<file path="config.mk">
export PLATFORM = sky130hd
export DESIGN_NAME = sel_mux_pipe_flat
export DESIGN_NICKNAME = d
export VERILOG_FILES = /design/src/rtl/sel_mux_pipe_if.sv /design/src/rtl/sel_mux_pipe.sv /design/src/flat_wrapper.sv
export SDC_FILE = /design/constraint.sdc
export NUM_CORES = 1
export LEC_CHECK = 0
export ABC_AREA = 1
export BUFFER_PORTS_ARGS = -buffer_cell sky130_fd_sc_hd__buf_4
export CORE_AREA = 2 2 119 121
export DETAILED_ROUTE_END_ITERATION = 8
export DIE_AREA = 0 0 121 123
export SLEW_MARGIN = 20
export SYNTH_ARGS = -nofsm -noshare
export SYNTH_HDL_FRONTEND = slang
export SYNTH_SLANG_ARGS = --single-unit
</file>
<file path="constraint.sdc">
create_clock -name clk -period 3.67 [get_ports clk]
set_input_delay 0.9175 -clock clk [delete_from_list [all_inputs] [get_ports clk]]
set_output_delay 0.9175 -clock clk [all_outputs]
set_load 0.005 [all_outputs]
</file>
<file path="src/rtl/sel_mux_pipe_if.sv">
// sel_mux_pipe_if: upstream/downstream valid-ready stream bundle for sel_mux_pipe.
//   in_valid/in_ready  : upstream handshake
//   in_data            : N channels, channel k at [k*WIDTH +: WIDTH]
//   in_sel             : per-transfer select
//   out_valid/out_ready: downstream handshake
//   out_data/out_sel   : registered selected channel and effective select
// master = producer/consumer side (testbench), slave = the selector.
interface sel_mux_pipe_if #(
  parameter int WIDTH = 32,
  parameter int N     = 8,
  parameter int SEL_W = 3
);
  logic                 in_valid;
  logic                 in_ready;
  logic [N*WIDTH-1:0]   in_data;
  logic [SEL_W-1:0]     in_sel;
  logic                 out_valid;
  logic                 out_ready;
  logic [WIDTH-1:0]     out_data;
  logic [SEL_W-1:0]     out_sel;

  modport master (
    output in_valid, in_data, in_sel, out_ready,
    input  in_ready, out_valid, out_data, out_sel
  );

  modport slave (
    input  in_valid, in_data, in_sel, out_ready,
    output in_ready, out_valid, out_data, out_sel
  );
endinterface

</file>
<file path="src/rtl/sel_mux_pipe.sv">
// sel_mux_pipe: registered N-way WIDTH-bit selector with valid/ready flow control.
// Ports:
//   clk, rst   : clock, synchronous active-high reset
//   bus        : stream interface (slave side), see sel_mux_pipe_if
//   sel_mode   : 0 selects with bus.in_sel, 1 selects with the latched register
//   sel_load   : write sel_val into the select register
//   sel_val    : value for the select register (stored unclamped)
//   cur_sel    : select register contents
//   err_sticky : an out-of-range select was accepted since the last clear
//   err_clr    : clear err_sticky (a simultaneous new error wins)
module sel_mux_pipe #(
  parameter int                 WIDTH     = 32,
  parameter int                 N         = 8,
  parameter int                 SEL_W     = 3,
  parameter logic [WIDTH-1:0]   DEFAULT   = '0,
  parameter logic [SEL_W-1:0]   RESET_SEL = '0
) (
  input  logic              clk,
  input  logic              rst,
  sel_mux_pipe_if.slave     bus,
  input  logic              sel_mode,
  input  logic              sel_load,
  input  logic [SEL_W-1:0]  sel_val,
  output logic [SEL_W-1:0]  cur_sel,
  output logic              err_sticky,
  input  logic              err_clr
);

  logic              out_valid_q, out_valid_d;
  logic [WIDTH-1:0]  out_data_q,  out_data_d;
  logic [SEL_W-1:0]  out_sel_q,   out_sel_d;
  logic [SEL_W-1:0]  cur_sel_q,   cur_sel_d;
  logic              err_q,       err_d;

  logic              accept;
  logic [SEL_W-1:0]  eff_sel;
  logic              in_range;
  logic [WIDTH-1:0]  mux_data;

  assign bus.in_ready = !out_valid_q || bus.out_ready;
  assign accept       = bus.in_valid && bus.in_ready;
  assign eff_sel      = sel_mode ? cur_sel_q : bus.in_sel;
  // Widened compare so N == 2**SEL_W is handled without overflow.
  assign in_range     = 32'(eff_sel) < N;

  // Only legal channels are decoded; anything else falls through to DEFAULT.
  always_comb begin
    mux_data = DEFAULT;
    for (int unsigned k = 0; k < N; k++) begin
      if (eff_sel == SEL_W'(k)) mux_data = bus.in_data[k*WIDTH +: WIDTH];
    end
  end

  always_comb begin
    out_valid_d = out_valid_q;
    out_data_d  = out_data_q;
    out_sel_d   = out_sel_q;
    cur_sel_d   = cur_sel_q;
    err_d       = err_q;
    if (accept) begin
      out_valid_d = 1'b1;
      out_data_d  = mux_data;
      out_sel_d   = eff_sel;
    end else if (bus.out_ready) begin
      out_valid_d = 1'b0;
    end
    // The transfer above already used cur_sel_q, so a coincident load lands next cycle.
    if (sel_load) cur_sel_d = sel_val;
    if (err_clr) err_d = 1'b0;
    if (accept && !in_range) err_d = 1'b1;
  end

  always_ff @(posedge clk) begin
    if (rst) begin
      out_valid_q <= 1'b0;
      out_data_q  <= '0;
      out_sel_q   <= '0;
      cur_sel_q   <= RESET_SEL;
      err_q       <= 1'b0;
    end else begin
      out_valid_q <= out_valid_d;
      out_data_q  <= out_data_d;
      out_sel_q   <= out_sel_d;
      cur_sel_q   <= cur_sel_d;
      err_q       <= err_d;
    end
  end

  assign bus.out_valid = out_valid_q;
  assign bus.out_data  = out_data_q;
  assign bus.out_sel   = out_sel_q;
  assign cur_sel       = cur_sel_q;
  assign err_sticky    = err_q;

endmodule

</file>
<file path="src/flat_wrapper.sv">
// flat-port wrapper written by rule: the top's interface ports become plain ports
module sel_mux_pipe_flat 
#(
  parameter int                 WIDTH     = 32,
  parameter int                 N         = 8,
  parameter int                 SEL_W     = 3,
  parameter logic [WIDTH-1:0]   DEFAULT   = '0,
  parameter logic [SEL_W-1:0]   RESET_SEL = '0
)
  (clk, rst, sel_mode, sel_load, sel_val, cur_sel, err_sticky, err_clr, bus_in_valid, bus_in_data, bus_in_sel, bus_out_ready, bus_in_ready, bus_out_valid, bus_out_data, bus_out_sel);
  sel_mux_pipe_if #(.WIDTH(WIDTH), .N(N), .SEL_W(SEL_W)) bus_i ();
  input  logic clk;
  input  logic rst;
  input  logic sel_mode;
  input  logic sel_load;
  input  logic [SEL_W-1:0] sel_val;
  output logic [SEL_W-1:0] cur_sel;
  output logic err_sticky;
  input  logic err_clr;
  input wire logic [$bits(bus_i.in_valid)-1:0] bus_in_valid;
  input wire logic [$bits(bus_i.in_data)-1:0] bus_in_data;
  input wire logic [$bits(bus_i.in_sel)-1:0] bus_in_sel;
  input wire logic [$bits(bus_i.out_ready)-1:0] bus_out_ready;
  output wire logic [$bits(bus_i.in_ready)-1:0] bus_in_ready;
  output wire logic [$bits(bus_i.out_valid)-1:0] bus_out_valid;
  output wire logic [$bits(bus_i.out_data)-1:0] bus_out_data;
  output wire logic [$bits(bus_i.out_sel)-1:0] bus_out_sel;
  assign bus_i.in_valid = bus_in_valid;
  assign bus_i.in_data = bus_in_data;
  assign bus_i.in_sel = bus_in_sel;
  assign bus_i.out_ready = bus_out_ready;
  assign bus_in_ready = bus_i.in_ready;
  assign bus_out_valid = bus_i.out_valid;
  assign bus_out_data = bus_i.out_data;
  assign bus_out_sel = bus_i.out_sel;
  sel_mux_pipe #(.WIDTH(WIDTH), .N(N), .SEL_W(SEL_W), .DEFAULT(DEFAULT), .RESET_SEL(RESET_SEL)) u_core (.clk(clk), .rst(rst), .bus(bus_i), .sel_mode(sel_mode), .sel_load(sel_load), .sel_val(sel_val), .cur_sel(cur_sel), .err_sticky(err_sticky), .err_clr(err_clr));
endmodule
</file>
==> flow_metrics.env <==
export IMPL_grt_usage=0.2430
export IMPL_clockRootBuffer="clkbuf_16"
export IMPL_drc=0
export IMPL_hp_start="u_core.bus.out_data[28]"
export IMPL_min_period_ns=2.824
export IMPL_synthTopCellsByArea="dfxtp_1 22%, nand4_1 17%, nand2_1 15%"
export IMPL_syn_cell_area_um2=3627
export IMPL_timing_rr_start="u_core.cur_sel[1]"
export IMPL_setup_tns_ns=0
export IMPL_finalNonFillerCells=1112
export IMPL_post_cts_buffers=0
export IMPL_rsz0062_at_grt="false"
export IMPL_fmax_ghz=0.3541
export IMPL_antenna_found_initial=0
export IMPL_synth_fp_nets=923
export IMPL_viasPerCell=4.991
export IMPL_wire_per_inst_um=17.04
export IMPL_total_power_mw=1.750
export IMPL_synthArstFlopShare=0
export IMPL_power_density_nw_per_um2=280.5
export IMPL_cp_end_kind="flop"
export IMPL_r2r_cells=10
export IMPL_maxSlewHeadroom=0.3224
export IMPL_outcome="finished, final reports clean"
export IMPL_cts_htree_levels=2
export IMPL_hold_path_class="reg2reg"
export IMPL_cts_resized=0
export IMPL_finClkSkew_ns=0.008359
export IMPL_clkTransAtPathRegs_ns=0.06
export IMPL_start_kind="input port"
export IMPL_path_class="in2reg"
export IMPL_ioPinCount=310
export IMPL_die_h_um=123
export IMPL_critPathLaunch="sel_mode"
export IMPL_cp_max_fo=28
export IMPL_grt_overflow_total=0
export IMPL_port_buffers=307
export IMPL_drv_cap=0
export IMPL_timing_final_crit_share=0.7696
export IMPL_synthTopCellsByCount="148 x nand2_1, 129 x nor2_1, 96 x nand4_1"
export IMPL_seq_area_um2=780.7
export IMPL_drv_slew=0
export IMPL_insertion_delay_ns=0.28
export IMPL_ys_seq_area_frac=0.2152
export IMPL_synth_distinct_cells=23
export IMPL_setup_viol=0
export IMPL_wl_mm=18.95
export IMPL_insertedDiodeCount=0
export IMPL_worst_ep_arrival_time_ns=3.04
export IMPL_grt_pass1_vias=5239
export IMPL_drt_pass1_iterations=4
export IMPL_drive_gt1_frac=0.3702
export IMPL_netlist_instances=654
export IMPL_synth_top_area_frac=0.2152
export IMPL_hold_depth=2
export IMPL_core_area_um2=13610
export IMPL_synth_edf_count=0
export IMPL_grt_start_max_net_pins=98
export IMPL_ys_warn_count=0
export IMPL_cp_endpoint="u_core.bus.out_data[7]"
export IMPL_syn_to_final_growth_pct=72.02
export IMPL_gp_congestion=0.8706
export IMPL_rrSetupSlack_ns=1.37
export IMPL_yosys_area_top_type="dfxtp_1"
export IMPL_n_fill_cell=1510
export IMPL_critPathRequiredTime_ns=3.88
export IMPL_cts_tree="built"
export IMPL_hold_violations=0
export IMPL_nets=1200
export IMPL_ir_worst_vdd_mv=0.2306
export IMPL_clock_path_buffers=2
export IMPL_initial_core_util=0.2665
export IMPL_grt_pass1_wl_mm=27.74
export IMPL_ant_nets=0
export IMPL_cts_buffers=5
export IMPL_dpl_hpwl_mm=14.23
export IMPL_yosysMostFrequentCell="nand2_1"
export IMPL_fp_row_count=43
export IMPL_multi_input_area_um2=2457
export IMPL_ys_ff_latch=39
export IMPL_vias=5550
export IMPL_rr_endpoint="u_core.bus.out_data[7]"
export IMPL_cts_hold_buf=0
export IMPL_drt_initial_drc_count=288
export IMPL_tightestPinTransition_ns=1.013
export IMPL_syn_avg_cell_area_um2=5.546
export IMPL_dieArea_um2=14880
export IMPL_die_width_um=121
export IMPL_power_static_leakage_nw=3.117
export IMPL_ys_flop_type="dfxtp_1"
export IMPL_place_inst=1104
export IMPL_cts_sinks=39
-- state kept, by name, summed over array words and instances, names as in the netlist --
register	cells
u_core.bus.out_valid	1
u_core.bus.out_data	32
u_core.cur_sel	3
u_core.bus.out_sel	3
-- per-stage QoR --
stage | setup slack (ns) | util | hold WS [ns] | cell area (um^2)
finish | 0.8455 | 0.4584 | 0.4663 | 6240
global route | 0.6255 | 0.4584 | 0.4794 | 6240
CTS | 0.8495 | 0.4584 | 0.4677 | 6240
detailed placement | 0.5434 | 0.4454 | 0.4567 | 6062
global placement | 0.5491 | 0.4454 | 0.4543 | 6062
floorplan | 1.478 | - | 0.4618 | 3627
-- how the worst min path moves through the flow --
stage          slack, ns                      end
6_report            0.47  u_core.bus.out_data[28]
5_1_grt             0.48   u_core.bus.out_data[2]
4_1_cts             0.47  u_core.bus.out_data[25]
3_5_place_dp        0.46  u_core.bus.out_data[25]
3_3_place_gp        0.45   u_core.bus.out_data[9]
2_1_floorplan       0.46   u_core.bus.out_data[0]
-- per-layer routing --
metal / part of all wire / track usage / vias up
li1: - / - / 2763
met1: 0.39 / 0.2807 / 2501
met2: 0.49 / 0.4396 / 252
met3: 0.086 / 0.05351 / 34
met4: 0.029 / 0.08794 / 0
met5: 0 / 0 / -
-- power breakdown --
part	internal, mW	switching [mW]
Sequential	0.464	0.0206
Combinational	0.359	0.381
Clock	0.342	0.183
-- cell families (layout without fill, tap and decap cells) --
family	Yosys count	count (layout)	share of synthesized area
other cells	1	1	0.001034
flops	39	39	0.2152
compound gates	74	74	0.1059
buf+inv	96	374	0.1131
simple gates	444	444	0.5647
-- layout by cell type (no fill, tap or decap) --
cell type    n
nor3_4       4
nand3_2      1
buf_4      322
dfxtp_1     39
a21oi_1     62
inv_2        2
nor2_4       1
o21ai_0     10
o21ai_4      1
inv_6        1
nand2_4      2
conb_1       1
nand2_2      3
nor2_1     129
clkbuf_16    5
bufinv_16    1
nor3_1       1
nand3_1     60
nand4_1     96
inv_1       41
clkbuf_8     1
a211oi_1     1
buf_12       1
nand2_1    147
-- critical path: stages --
cell	delay, ns
buf_4	0.13
inv_2	0.07
nand2_1	0.09
nand2_4	0.13
buf_4	0.29
nor2_4	0.69
nand3_1	0.15
nand3_1	0.19
nor2_1	0.09
nand4_1	0.07
nand2_1	0.05
a21oi_1	0.12
-- final cells by class --
type	instances	area share
clock buffer	6	0.02226
tap	180	0.03609
timing repair buffer	323	0.3906
clock inverter	2	0.006216
inverter	43	0.02587
multi-input combinational	519	0.3938
sequential	39	0.1251
Power figures use the tool's default switching activity.
